--- src/rtl/vga_timing_pkg.sv ---
// vga_timing_pkg: 640x480@60 timing constants, counter width and the
// colour-bar palette for the optional test pattern (VGA_TEST_PATTERN_EN).
package vga_timing_pkg;

  localparam int H_VISIBLE = 640;
  localparam int H_FP      = 16;
  localparam int H_SYNC    = 96;
  localparam int H_BP      = 48;
  localparam int V_VISIBLE = 480;
  localparam int V_FP      = 10;
  localparam int V_SYNC    = 2;
  localparam int V_BP      = 33;
  localparam int CNT_W     = 10;

  localparam int H_TOTAL      = H_VISIBLE + H_FP + H_SYNC + H_BP;  // 800
  localparam int V_TOTAL      = V_VISIBLE + V_FP + V_SYNC + V_BP;  // 525
  localparam int H_SYNC_START = H_VISIBLE + H_FP;                  // 656
  localparam int H_SYNC_END   = H_SYNC_START + H_SYNC;             // 752, exclusive
  localparam int V_SYNC_START = V_VISIBLE + V_FP;                  // 490
  localparam int V_SYNC_END   = V_SYNC_START + V_SYNC;             // 492, exclusive

  // 4 bits per channel, {R,G,B}
  localparam logic [11:0] RGB_WHITE   = 12'hFFF;
  localparam logic [11:0] RGB_YELLOW  = 12'hFF0;
  localparam logic [11:0] RGB_CYAN    = 12'h0FF;
  localparam logic [11:0] RGB_GREEN   = 12'h0F0;
  localparam logic [11:0] RGB_MAGENTA = 12'hF0F;
  localparam logic [11:0] RGB_RED     = 12'hF00;
  localparam logic [11:0] RGB_BLUE    = 12'h00F;
  localparam logic [11:0] RGB_BLACK   = 12'h000;

  function automatic logic [11:0] bar_colour(input logic [2:0] idx);
    case (idx)
      3'd0:    return RGB_WHITE;
      3'd1:    return RGB_YELLOW;
      3'd2:    return RGB_CYAN;
      3'd3:    return RGB_GREEN;
      3'd4:    return RGB_MAGENTA;
      3'd5:    return RGB_RED;
      3'd6:    return RGB_BLUE;
      default: return RGB_BLACK;
    endcase
  endfunction

endpackage

--- src/rtl/vga_tick_edge_detect.sv ---
// vga_tick_edge_detect: rising-edge detector for a level that is already
// synchronous to clk (no synchronizer).
//   clk, rst_n : clock, async active-low reset
//   level      : sampled level (pixel clock from the divider)
//   rise       : combinational one-cycle pulse, level & ~previous level
// prev resets to 1 so a level that is already high at reset release does
// not look like an edge.
module vga_tick_edge_detect (
  input  logic clk,
  input  logic rst_n,
  input  logic level,
  output logic rise
);

  logic prev;

  always_ff @(posedge clk or negedge rst_n) begin
    if (!rst_n) prev <= 1'b1;
    else        prev <= level;
  end

  assign rise = level & ~prev;

endmodule

--- src/rtl/vga_sync_gen.sv ---
// vga_sync_gen: VGA timing generator advanced by rising edges of the
// divided pixel clock, sampled in the clk domain.
//   clk, rst_n   : system clock, async active-low reset
//   divided_clk  : pixel clock level (same domain as clk)
//   pixel_tick   : one-clk pulse, outputs were just updated
//   hsync, vsync : active-low syncs
//   video_on     : visible region
//   pixel_x/y    : current h/v counts
//   frame_start  : one-clk pulse on entering (0,0)
//   test_rgb     : colour bars, only with VGA_TEST_PATTERN_EN defined
// All decoded outputs are registered from the *next* counter values so
// they change on the same clk edge as pixel_x/pixel_y.
module vga_sync_gen #(
  parameter int H_VISIBLE = vga_timing_pkg::H_VISIBLE,
  parameter int H_FP      = vga_timing_pkg::H_FP,
  parameter int H_SYNC    = vga_timing_pkg::H_SYNC,
  parameter int H_BP      = vga_timing_pkg::H_BP,
  parameter int V_VISIBLE = vga_timing_pkg::V_VISIBLE,
  parameter int V_FP      = vga_timing_pkg::V_FP,
  parameter int V_SYNC    = vga_timing_pkg::V_SYNC,
  parameter int V_BP      = vga_timing_pkg::V_BP,
  parameter int CNT_W     = vga_timing_pkg::CNT_W
) (
  input  logic             clk,
  input  logic             rst_n,
  input  logic             divided_clk,
  output logic             pixel_tick,
  output logic             hsync,
  output logic             vsync,
  output logic             video_on,
  output logic [CNT_W-1:0] pixel_x,
  output logic [CNT_W-1:0] pixel_y,
  output logic             frame_start
`ifdef VGA_TEST_PATTERN_EN
  ,
  output logic [11:0]      test_rgb
`endif
);
  import vga_timing_pkg::*;

  localparam int H_TOTAL  = H_VISIBLE + H_FP + H_SYNC + H_BP;
  localparam int V_TOTAL  = V_VISIBLE + V_FP + V_SYNC + V_BP;
  localparam int HS_START = H_VISIBLE + H_FP;
  localparam int HS_END   = HS_START + H_SYNC;
  localparam int VS_START = V_VISIBLE + V_FP;
  localparam int VS_END   = VS_START + V_SYNC;

  localparam logic [CNT_W-1:0] H_LAST = CNT_W'(H_TOTAL - 1);
  localparam logic [CNT_W-1:0] V_LAST = CNT_W'(V_TOTAL - 1);

  logic             tick;
  logic [CNT_W-1:0] h_next, v_next;
  logic             hs_next, vs_next, vid_next, fs_next;

  vga_tick_edge_detect u_edge (
    .clk   (clk),
    .rst_n (rst_n),
    .level (divided_clk),
    .rise  (tick)
  );

  always_comb begin
    h_next = (pixel_x == H_LAST) ? '0 : pixel_x + CNT_W'(1);
    v_next = pixel_y;
    if (pixel_x == H_LAST)
      v_next = (pixel_y == V_LAST) ? '0 : pixel_y + CNT_W'(1);
    hs_next  = !((h_next >= CNT_W'(HS_START)) && (h_next < CNT_W'(HS_END)));
    vs_next  = !((v_next >= CNT_W'(VS_START)) && (v_next < CNT_W'(VS_END)));
    vid_next = (h_next < CNT_W'(H_VISIBLE)) && (v_next < CNT_W'(V_VISIBLE));
    fs_next  = (h_next == '0) && (v_next == '0);
  end

  always_ff @(posedge clk or negedge rst_n) begin
    if (!rst_n) begin
      pixel_x     <= '0;
      pixel_y     <= '0;
      hsync       <= 1'b1;
      vsync       <= 1'b1;
      video_on    <= 1'b0;
      pixel_tick  <= 1'b0;
      frame_start <= 1'b0;
    end else if (tick) begin
      pixel_x     <= h_next;
      pixel_y     <= v_next;
      hsync       <= hs_next;
      vsync       <= vs_next;
      video_on    <= vid_next;
      pixel_tick  <= 1'b1;
      frame_start <= fs_next;
    end else begin
      pixel_tick  <= 1'b0;
      frame_start <= 1'b0;
    end
  end

`ifdef VGA_TEST_PATTERN_EN
  // Eight equal-width bars across the visible line (80 px at 640).
  localparam int BAR_W = H_VISIBLE / 8;
  logic [CNT_W-1:0] bar_q;
  assign bar_q = h_next / CNT_W'(BAR_W);

  always_ff @(posedge clk or negedge rst_n) begin
    if (!rst_n)    test_rgb <= '0;
    else if (tick) test_rgb <= vid_next ? bar_colour(bar_q[2:0]) : 12'h000;
  end
`endif

endmodule
--- config.mk ---
export PLATFORM = sky130hd
export DESIGN_NAME = vga_sync_gen
export DESIGN_NICKNAME = d
export VERILOG_FILES = /design/src/rtl/vga_timing_pkg.sv /design/src/rtl/vga_tick_edge_detect.sv /design/src/rtl/vga_sync_gen.sv
export SDC_FILE = /design/constraint.sdc
export NUM_CORES = 1
export LEC_CHECK = 0
export CORE_ASPECT_RATIO = 1.2
export CORE_MARGIN = 4
export CORE_UTILIZATION = 43
export CTS_CLUSTER_DIAMETER = 100
export DETAILED_ROUTE_END_ITERATION = 12
export GPL_TIMING_DRIVEN = 0
export PLACE_DENSITY = 0.66
export SLEW_MARGIN = 40
export SYNTH_ARGS = -nofsm -noshare
export SYNTH_HDL_FRONTEND = slang
export SYNTH_SLANG_ARGS = --single-unit
export TNS_END_PERCENT = 100
--- constraint.sdc ---
create_clock -name clk -period 2.4 [get_ports clk]
set_input_delay 0.6 -clock clk [delete_from_list [all_inputs] [get_ports clk]]
set_output_delay 0.6 -clock clk [all_outputs]
set_load 0.005 [all_outputs]
==> Yosys cells after proc, flatten, opt, wreduce, memory -nomap -nowiden <==
Cells that the tools add are included.
{ "classes": {"order_cmp": 6, "mux": 5, "eq_ne": 2, "n_div": 0, "multipliers": 0, "n_shift": 0, "addsub": 2, "n_reduce_logical": 8, "bitwise": 2} }
{ "ops": {"columns": ["cell", "n"], "rows": [
  ["2-to-1 mux 10 bit", 3],
  ["adder 10 x 1 -> 10 bit (second input constant)", 2],
  ["== test 10 bit (second input constant)", 2],
  ["zero test 10 bit", 2],
  ["< comparator 10 bit (second input constant)", 2],
  ["< comparator 10 x 9 -> 1 bit (second input constant)", 2],
  [">= comparator 10 bit (second input constant)", 1],
  [">= comparator 10 x 9 -> 1 bit (second input constant)", 1],
  ["logical AND 1 bit", 4],
  ["zero test 1 bit", 2],
  ["2-to-1 mux 1 bit", 2],
  ["AND 1 bit", 1],
  ["inverter 1 bit", 1]
]} }
{ "word_totals": {"latch_bits": 0, "regBits": 26, "output_inout_bits": 25, "n_memories": 0, "word_cells": 33, "ramBits": 0, "romBits": 0, "in_bits": 3} }

==> Depth between registers and ports, before layout <==
Gate-level depths: netlist of run 1.
{ "logic_depth": {"word_depth": 6, "depth_mapped": 9, "depth_no_buf": 7} }

==> Cells and area by module <==
Synthesis of run 1 repeated with hierarchy kept, for this count alone.
{ "unflattened": {"cells_unflattened": 208, "hier_area_um2": 1818.0} }
{ "modules_own_cells": {"columns": ["module", "seq_area_each_um2", "area_per_inst_um2", "cells_each", "instances"], "rows": [
  ["vga_sync_gen", 628.1, 1778.0, 206, 1],
  ["vga_tick_edge_detect", 26.3, 40.0, 2, 1]
]} }

==> Worst setup path before layout of run 1 <==
OpenSTA, ideal clock, no wires.
{ "synth_timing": {"kind": "register to register", "start": "reg pixel_x[0]", "end": "reg frame_start", "period_less_slack_ps": 2076, "slack_ps": 324, "path_stages_with_launch": 10, "t_required_ps": 2304, "t_arrival_ps": 1980, "path_cell_list": "dfrtp_1 -> ha_1 -> and4_1 -> buf_2 -> and3_1 -> buf_4 -> nor4_1 -> o221a_2 -> o2111ai_1 -> nor4_2"} }
{ "synth_between": {"elab_chain_cells": 5} }
{ "synth_rtl": {"columns": ["element", "line", "source"], "rows": [
  ["from (decl)", "vga_sync_gen.sv:31", "output logic [CNT_W-1:0] pixel_x,"],
  ["from (signal assigned)", "vga_sync_gen.sv:83", "pixel_x <= h_next;"],
  ["adder 10 x 1 -> 10 bit / == test 10 bit (equally long branches)", "vga_sync_gen.sv:63, vga_sync_gen.sv:65", null],
  ["2-to-1 mux 10 bit (on tied branches)", "vga_sync_gen.sv:63, vga_sync_gen.sv:65", null],
  ["zero test 10 bit", "vga_sync_gen.sv:70", "fs_next = (h_next == '0) && (v_next == '0);"],
  ["logical AND 1 bit *", "vga_sync_gen.sv:70", null],
  ["2-to-1 mux 1 bit *", "vga_sync_gen.sv:82", "end else if (tick) begin"],
  ["to (signal assigned)", "vga_sync_gen.sv:89", "frame_start <= fs_next;"],
  ["to (decl)", "vga_sync_gen.sv:33", "output logic frame_start"]
]} }
Every way passes the cells marked *; elsewhere a longest branch is shown, timed or not.
A chain may end at the register's enable or synchronous reset.

==> Final worst setup path of run 1 <==
{ "layout_timing": {"start": "reg pixel_x[0]", "end": "reg video_on"} }
{ "layout_between": {"elab_chain_cells": 4} }
{ "layout_rtl": {"columns": ["element", "line", "source"], "rows": [
  ["adder 10 x 1 -> 10 bit / == test 10 bit (equally long branches)", "vga_sync_gen.sv:63, vga_sync_gen.sv:65", null],
  ["2-to-1 mux 10 bit (on tied branches)", "vga_sync_gen.sv:63, vga_sync_gen.sv:65", null],
  ["< comparator 10 bit / < comparator 10 x 9 -> 1 bit (equally long branches)", "vga_sync_gen.sv:69", "vid_next = (h_next < CNT_W'(H_VISIBLE)) && (v_next < CNT_W'(V_VISIBLE));"],
  ["logical AND 1 bit *", "vga_sync_gen.sv:69", null],
  ["to (signal assigned)", "vga_sync_gen.sv:87", "video_on <= vid_next;"],
  ["to (decl)", "vga_sync_gen.sv:30", "output logic video_on,"]
]} }
Marks and branches as above.

==> results list, run 1 <==
- Overall die height: 80.1 µm
* Starting density of the core: 45.8%
* Floorplan row count: 25
* Count of hold buffers inserted by post-cts repair: 0
- Top post-synthesis cells by area: dfrtp_1, nand2_1, o21ai_0, a21oi_1, dfstp_2
* Layout overhead on the synthesized area: 22.7%
* Fmax: 435 MHz
* I/O pin count: 28
- Max-slew violation count: 0
- For this run, design rule violations remaining after detail routing come to 0.
- Iteration-0 DRC count of the detailed router: 95
* Post-synthesis adder-cell area fraction: 2.69%
- Final count of negative-setup-slack endpoints: 0
- Area of the die: 0.00545 mm²
- Lkg Pwr: 0.884 nW
- The first detailed-routing pass took 4 iterations.
- Mux share of post-synthesis cell area: 0.537%
- Max-cap viol count: 0
- Total count of hold-check failures in the final report: 0
- Worst Path Max Fanout: 10
- Clock tree from TritonCTS: done
* Worst Tran Pin Value: 615 ps
- Antenna diode count: 0
- Crit path capture type: register
- Detailed-route vias per instance: 5.77
* Commonest cells after routing, fill and taps aside: nand2_1, clkdlybuf4s50_1, dfrtp_1, o21ai_0, nor2_1
* Compound-cell area share of the yosys netlist: 19.3%
* Post-synth ARST share: 100%
* Most used flip-flop cell after synthesis: dfrtp_1
- Arrival time of data at the critical path endpoint: 2450 ps
- Leading cell type in the layout, fill and taps excluded: nand2_1
- Including well taps, the total number of placed cells is 309.
- After synthesis, flip-flops and latches occupy 35.1% of the total area.
- Setup slack at placement: -75.4 ps
- The worst hold path belongs to the class in -> async.
- X dimension of the die: 68.1 µm
- Fill cells in the final layout number 395.
- Buffers inserted during clock tree synthesis total 3.
- STA classifies the critical path startpoint as a register.
* Placeable core area: 0.00407 mm²
- Clock latency on the worst-skew pair, taken at its later pin, is 270 ps.
* Maximum resistive drop on vdd: 473 µV
- Weighted congestion at the end of routability-driven global placement: 0.914
- CTS saw 26 sinks.
- Mapped Avg Cell Area: 8.17 µm²
* Yosys cell types: 53
* Number of buffers added on ports: 27
- Main combinational cell family by area after synthesis: simple AND/OR/NAND/NOR gates
- Pwr per Cell Area: 575 mW/mm²
* Post-DP HPWL: 3620 µm
- After clock tree synthesis, the clock-pin slew on the worst setup and hold paths is 90 ps.
- The number of antenna violations at the first check in global routing was 0.
- Setup TNS after final layout: 0 ps
- Summed over all layers, the routed wires come to 4890 µm.
* Reg2reg setup slack: 100 ps
- Overflow left after global routing: 0
* Data required time of the critical path: 2550 ps
* Vias: 1819
- Worst rel slew slack: 59.0%
- Warnings, synthesis: 0
* Global-route wire length before repair: 8290 µm
- The cell count after synthesis came out at 228.
- Netlist area before placement: 0.00186 mm²
- Summing the areas of all xor and xnor instances in the mapped netlist gives 4.70% of the synthesized area.
* Type of the setup path with the least slack: reg -> reg
* Layout cells sized above 1: 13.0%
* Number of global-route vias before repair: 1741
- After detailed routing, the average wire length per cell comes to 15.5 µm.
- Global routing used 19.7% of the available tracks across all layers.
- Post-synthesis cell type with the largest combined area: dfrtp_1
- For the final database, setup skew stands at 8.02 ps.
- The routed design could run at a clock period as short as 2300 ps.
* Post-synthesis net count: 235
- Largest net degree at the start of global routing: 27
- Share of Yosys cell area claimed by the top area cell type: 30.9%
* Placed cell area: 0.00220 mm²
* Root Buffer Master: clkbuf_8
- Antenna violation net count after detailed routing: 0
* Post-route fraction of the period consumed by the critical path: 95.9%
- The longest clock path from root to sink contains 2 buffers.
- After Yosys synthesis, and, or, nand and nor cells account for 30.0% of the synthesized area.
- Once routing completed, OpenROAD measured the worst setup slack at 98.6 ps.
- Outcome: completed
- Number of flops mapped to enable cells by yosys: 0
- The finished layout holds 315 standard cells, fillers aside.
* Post-route cell area: 0.00229 mm²
- Post-synthesis sequential element count: 26
* Nets: 269
* CTS H-Tree Depth: 1
## cells in the mapped netlist, drive strengths merged, types with 6 or more instances
cell	instances
nor4	6
dfrtp	23
nor2	17
and3	6
a21oi	16
clkbuf	9
nand4	7
buf	11
o21ai	20
xnor2	6
nand3	12
inv	7
nand2	27
## final timing paths
path / start / to / depth (start not counted)
worst min-delay path: rst_n / pixel_y[9] / 1
min in group clk: video_on / video_on / 2
worst max register to register: pixel_x[0] / video_on / 9
max in group asynchronous: rst_n / pixel_x[0] / 1
worst min register to register: video_on / video_on / 2
worst max-delay path: pixel_x[0] / video_on / 9
## area by class of cell
cell class	count	area, µm²	share of cell area, %
plain buffers	20	123	5.36
clock buffers	4	45.0	1.97
repair buffers	29	280	12.3
inverters	7	26.3	1.15
well taps	54	67.6	2.96
multi-input cells	175	1090	47.6
flip-flops and latches	26	656	28.7
## timing repair
| item | CTS | global route |
|---|---|---|
| gates resized for setup | 2 | 10 |
| setup endpoints to repair | 3 | 9 |
| cloned | 0 | 0 |
| setup buffers | 0 | 2 |
## registers in the layout, summed over array words and instances (netlist names)
| register | cells |
|---|---|
| vsync | 1 |
| pixel_y | 10 |
| pixel_tick | 1 |
| hsync | 1 |
| u_edge.prev | 1 |
| video_on | 1 |
| frame_start | 1 |
| pixel_x | 10 |
## per-stage QoR
stage	power [mW]	hold slack, ps	utilization [%]
after detailed placement	1.05	480	54.0
final	1.32	331	56.2
after global placement	1.05	474	54.1
after global routing	1.41	365	56.2
after floorplan	0.844	304	-
after CTS	1.31	352	55.2
## cells by family (layout without fill, tap and decap cells)
kind of cell	Yosys count	in the layout
AOI/OAI and AO/OA	58	58
buffers and inverters	27	60
DFF	26	26
adders and majority gates	4	4
and+or+nand+nor	102	102
muxes	1	1
xor gates and xnor gates	10	10
## power by group
part           internal (mW)  total [mW]  switching (mW)  leakage [nW]
Combinational          0.246       0.491           0.245         0.538
Clock                  0.119       0.253           0.134        0.0228
Sequential             0.500       0.571          0.0712         0.324
## worst max-delay path, stage by stage (launching register included)
cell	delay [ps]
dfrtp_2	430
ha_2	250
and4_1	200
clkbuf_4	200
nand3_4	130
clkbuf_4	230
nor4_1	340
o32ai_2	150
o21ai_1	150
o31ai_2	80
## routing by layer
layer	wire [µm]	track usage [%]
met5	0	0
met2	2480	32.2
met1	2090	26.4
met4	144	6.56
met3	183	2.52
(Power assumes the default switching activity.)
==> inputs of run 2 (changes only) <==
--- a/config.mk
+++ b/config.mk
@@ -11,7 +11,8 @@
 export CTS_CLUSTER_DIAMETER = 100
 export DETAILED_ROUTE_END_ITERATION = 12
 export GPL_TIMING_DRIVEN = 0
-export PLACE_DENSITY = 0.66
+export PLACE_DENSITY = 0.65
+export REMOVE_ABC_BUFFERS = 1
 export SLEW_MARGIN = 40
 export SYNTH_ARGS = -nofsm -noshare
 export SYNTH_HDL_FRONTEND = slang
==> results list, run 2 (synthesized netlist as in run 1, its figures left out) <==
* Data required time of the critical path: 2580 ps
- The multi-input combinational cells in the finished layout cover a total of 0.00110 mm².
- Antenna violation net count after detailed routing: 0
* Worst Path Max Fanout: 17
- Detailed-route vias per instance: 5.75
- Crit path setup slack, layout: 196 ps
- Setup TNS after final layout: 0 ps
* Max Root-Sink Buffers: 2
* I/O pin count: 28
* Lkg Pwr: 0.813 nW
- Number of buffers added on ports: 27
- Overall die height: 80.1 µm
- Layout overhead on the synthesized area: 17.9%
* Starting density of the core: 45.8%
* Unrepaired setup endpoints after global routing: false
* Layout Utilization: 54.0%
- Across the VDD grid, the largest voltage drop is 412 µV.
- The largest registers in the layout are pixel_x x10, pixel_y x10.
- Area of the die: 0.00545 mm²
- Fmax: 454 MHz
- Flip-flop and latch area: 658 µm²
* Global-route wire length before repair: 8070 µm
- Max-slew violation count: 0
* Post-DP HPWL: 3270 µm
- Total GRT Usage: 19.0%
- Timing analysis after detailed placement gives a worst setup slack of -638 ps.
- Post-route cell area: 0.00220 mm²
- The number of antenna violations at the first check in global routing is 0.
- The first routing iteration left 162 violations.
- Outcome: completed
* Count of TritonRoute iterations in the first routing pass: 4
* Worst setup skew after layout: 8.10 ps
- Setup violations remaining at the end of the flow were counted as 0.
- Worst Tran Pin Value: 599 ps
- Number of global-route vias before repair: 1609
- Number of remaining DRC errors: 0
* Floorplan row count: 25
- Sort of element at the start of the critical path: register
- The worst register-to-register path has a depth of 7.
- Arrival time of data at the critical path endpoint: 2380 ps
- Number of inserted filler cells in the final layout: 402
- Pwr per Cell Area: 572 mW/mm²
- Layout cells sized above 1: 11.9%
- Clock tree from TritonCTS: done
* Clock latency at the later pin of the worst-skew pair: 270 ps
- Power comes to 1.26 mW.
* Worst min-delay path category: in -> async
- Type of the setup path with the least slack: reg -> reg
- Leading cell type in the layout, fill and taps excluded: nand2_1
- Clock slew at reported path FFs: 90 ps
- After clock tree synthesis, the flow added hold-fix buffers numbering 0.
* Nets: 251
* X dimension of the die: 68.1 µm
- Wires add up to 4620 µm.
- STA classifies the critical path endpoint as a register.
* CTS buffer count: 3
- Across all layers, the routed design uses 1709 vias.
- After layout, the minimum clock period comes to 2200 ps.
- In this run the number of H-tree levels came out at 1.
- Overflow left after global routing: 0
- The final count of hold timing violations came to 0.
- Commonest cells after routing, fill and taps aside: nand2_1, clkdlybuf4s50_1, dfrtp_1, o21ai_0, nor2_1
- Worst rel slew slack: 60.1%
- The clock drives 26 sinks.
* Max-cap viol count: 0
- Antenna diode count: 0
* Largest net degree at the start of global routing: 27
- Placeable core area: 0.00407 mm²
- The placed instances occupy a cell area of 0.00208 mm².
* Post-route fraction of the period consumed by the critical path: 91.8%
* Root Buffer Master: clkbuf_8
- Routability-driven placement finished with a final weighted congestion of 0.853.
- Dividing the detail-routed wire length by the instance count gives 15.6 µm.
## run 2: report_power, final
part | switching, mW | internal [mW]
Combinational | 0.148 | 0.202
Sequential | 0.153 | 0.501
Clock | 0.133 | 0.119
## run 2: worst paths after layout
kind,slack [ps],start,to
setup / recovery,200,pixel_x[6],video_on
max in group asynchronous,1640,rst_n,pixel_x[0]
setup reg to reg,200,pixel_x[6],video_on
hold reg to reg,490,video_on,video_on
min in group clk,490,video_on,video_on
hold / removal,320,rst_n,pixel_y[2]
## run 2: per-layer routing
layer,up-vias,GRT usage (%),share of wire (%)
met1,819,26.8,45
met4,0,4.17,0.58
met5,-,0,0
met2,37,30.7,50
met3,4,2.38,4.0
li1,849,-,-
## run 2: timing repair
item / in CTS / in global routing
pin swaps: 0 / 2
gates resized for setup: 7 / 6
buffers inserted: 0 / 4
endpoints found under the hold margin: 0 / 0
endpoints found under the setup margin: 4 / 3
## run 2: worst max-delay path, stage by stage, from the launching register on
cell and delay (ps):
dfrtp_1 510, nor4b_4 280, buf_4 180, nand3_4 180, o311a_1 400, o32ai_1 210, o21ai_1 160, o31ai_2 190
## run 2: layout make-up
class / count / area share [%]
clock buffers: 4 / 2.05
inverters: 7 / 1.37
multi-input cells: 175 / 50.1
flip-flops and latches: 26 / 30.0
well taps: 54 / 3.08
repair buffers: 31 / 13.4
## run 2: stage by stage
stage,hold slack [ps],cells
6_report,324,297
5_1_grt,371,297
4_1_cts,340,293
3_5_place_dp,482,289
3_3_place_gp,472,289
2_1_floorplan,304,208
==> inputs of run 3 (changes only) <==
--- a/config.mk
+++ b/config.mk
@@ -5,6 +5,7 @@
 export SDC_FILE = /design/constraint.sdc
 export NUM_CORES = 1
 export LEC_CHECK = 0
+export ABC_CLOCK_PERIOD_IN_PS = 2400
 export CORE_ASPECT_RATIO = 1.2
 export CORE_MARGIN = 4
 export CORE_UTILIZATION = 43
==> results of run 3 <==
Final layout, timing and power as in run 2 (identical DEF).
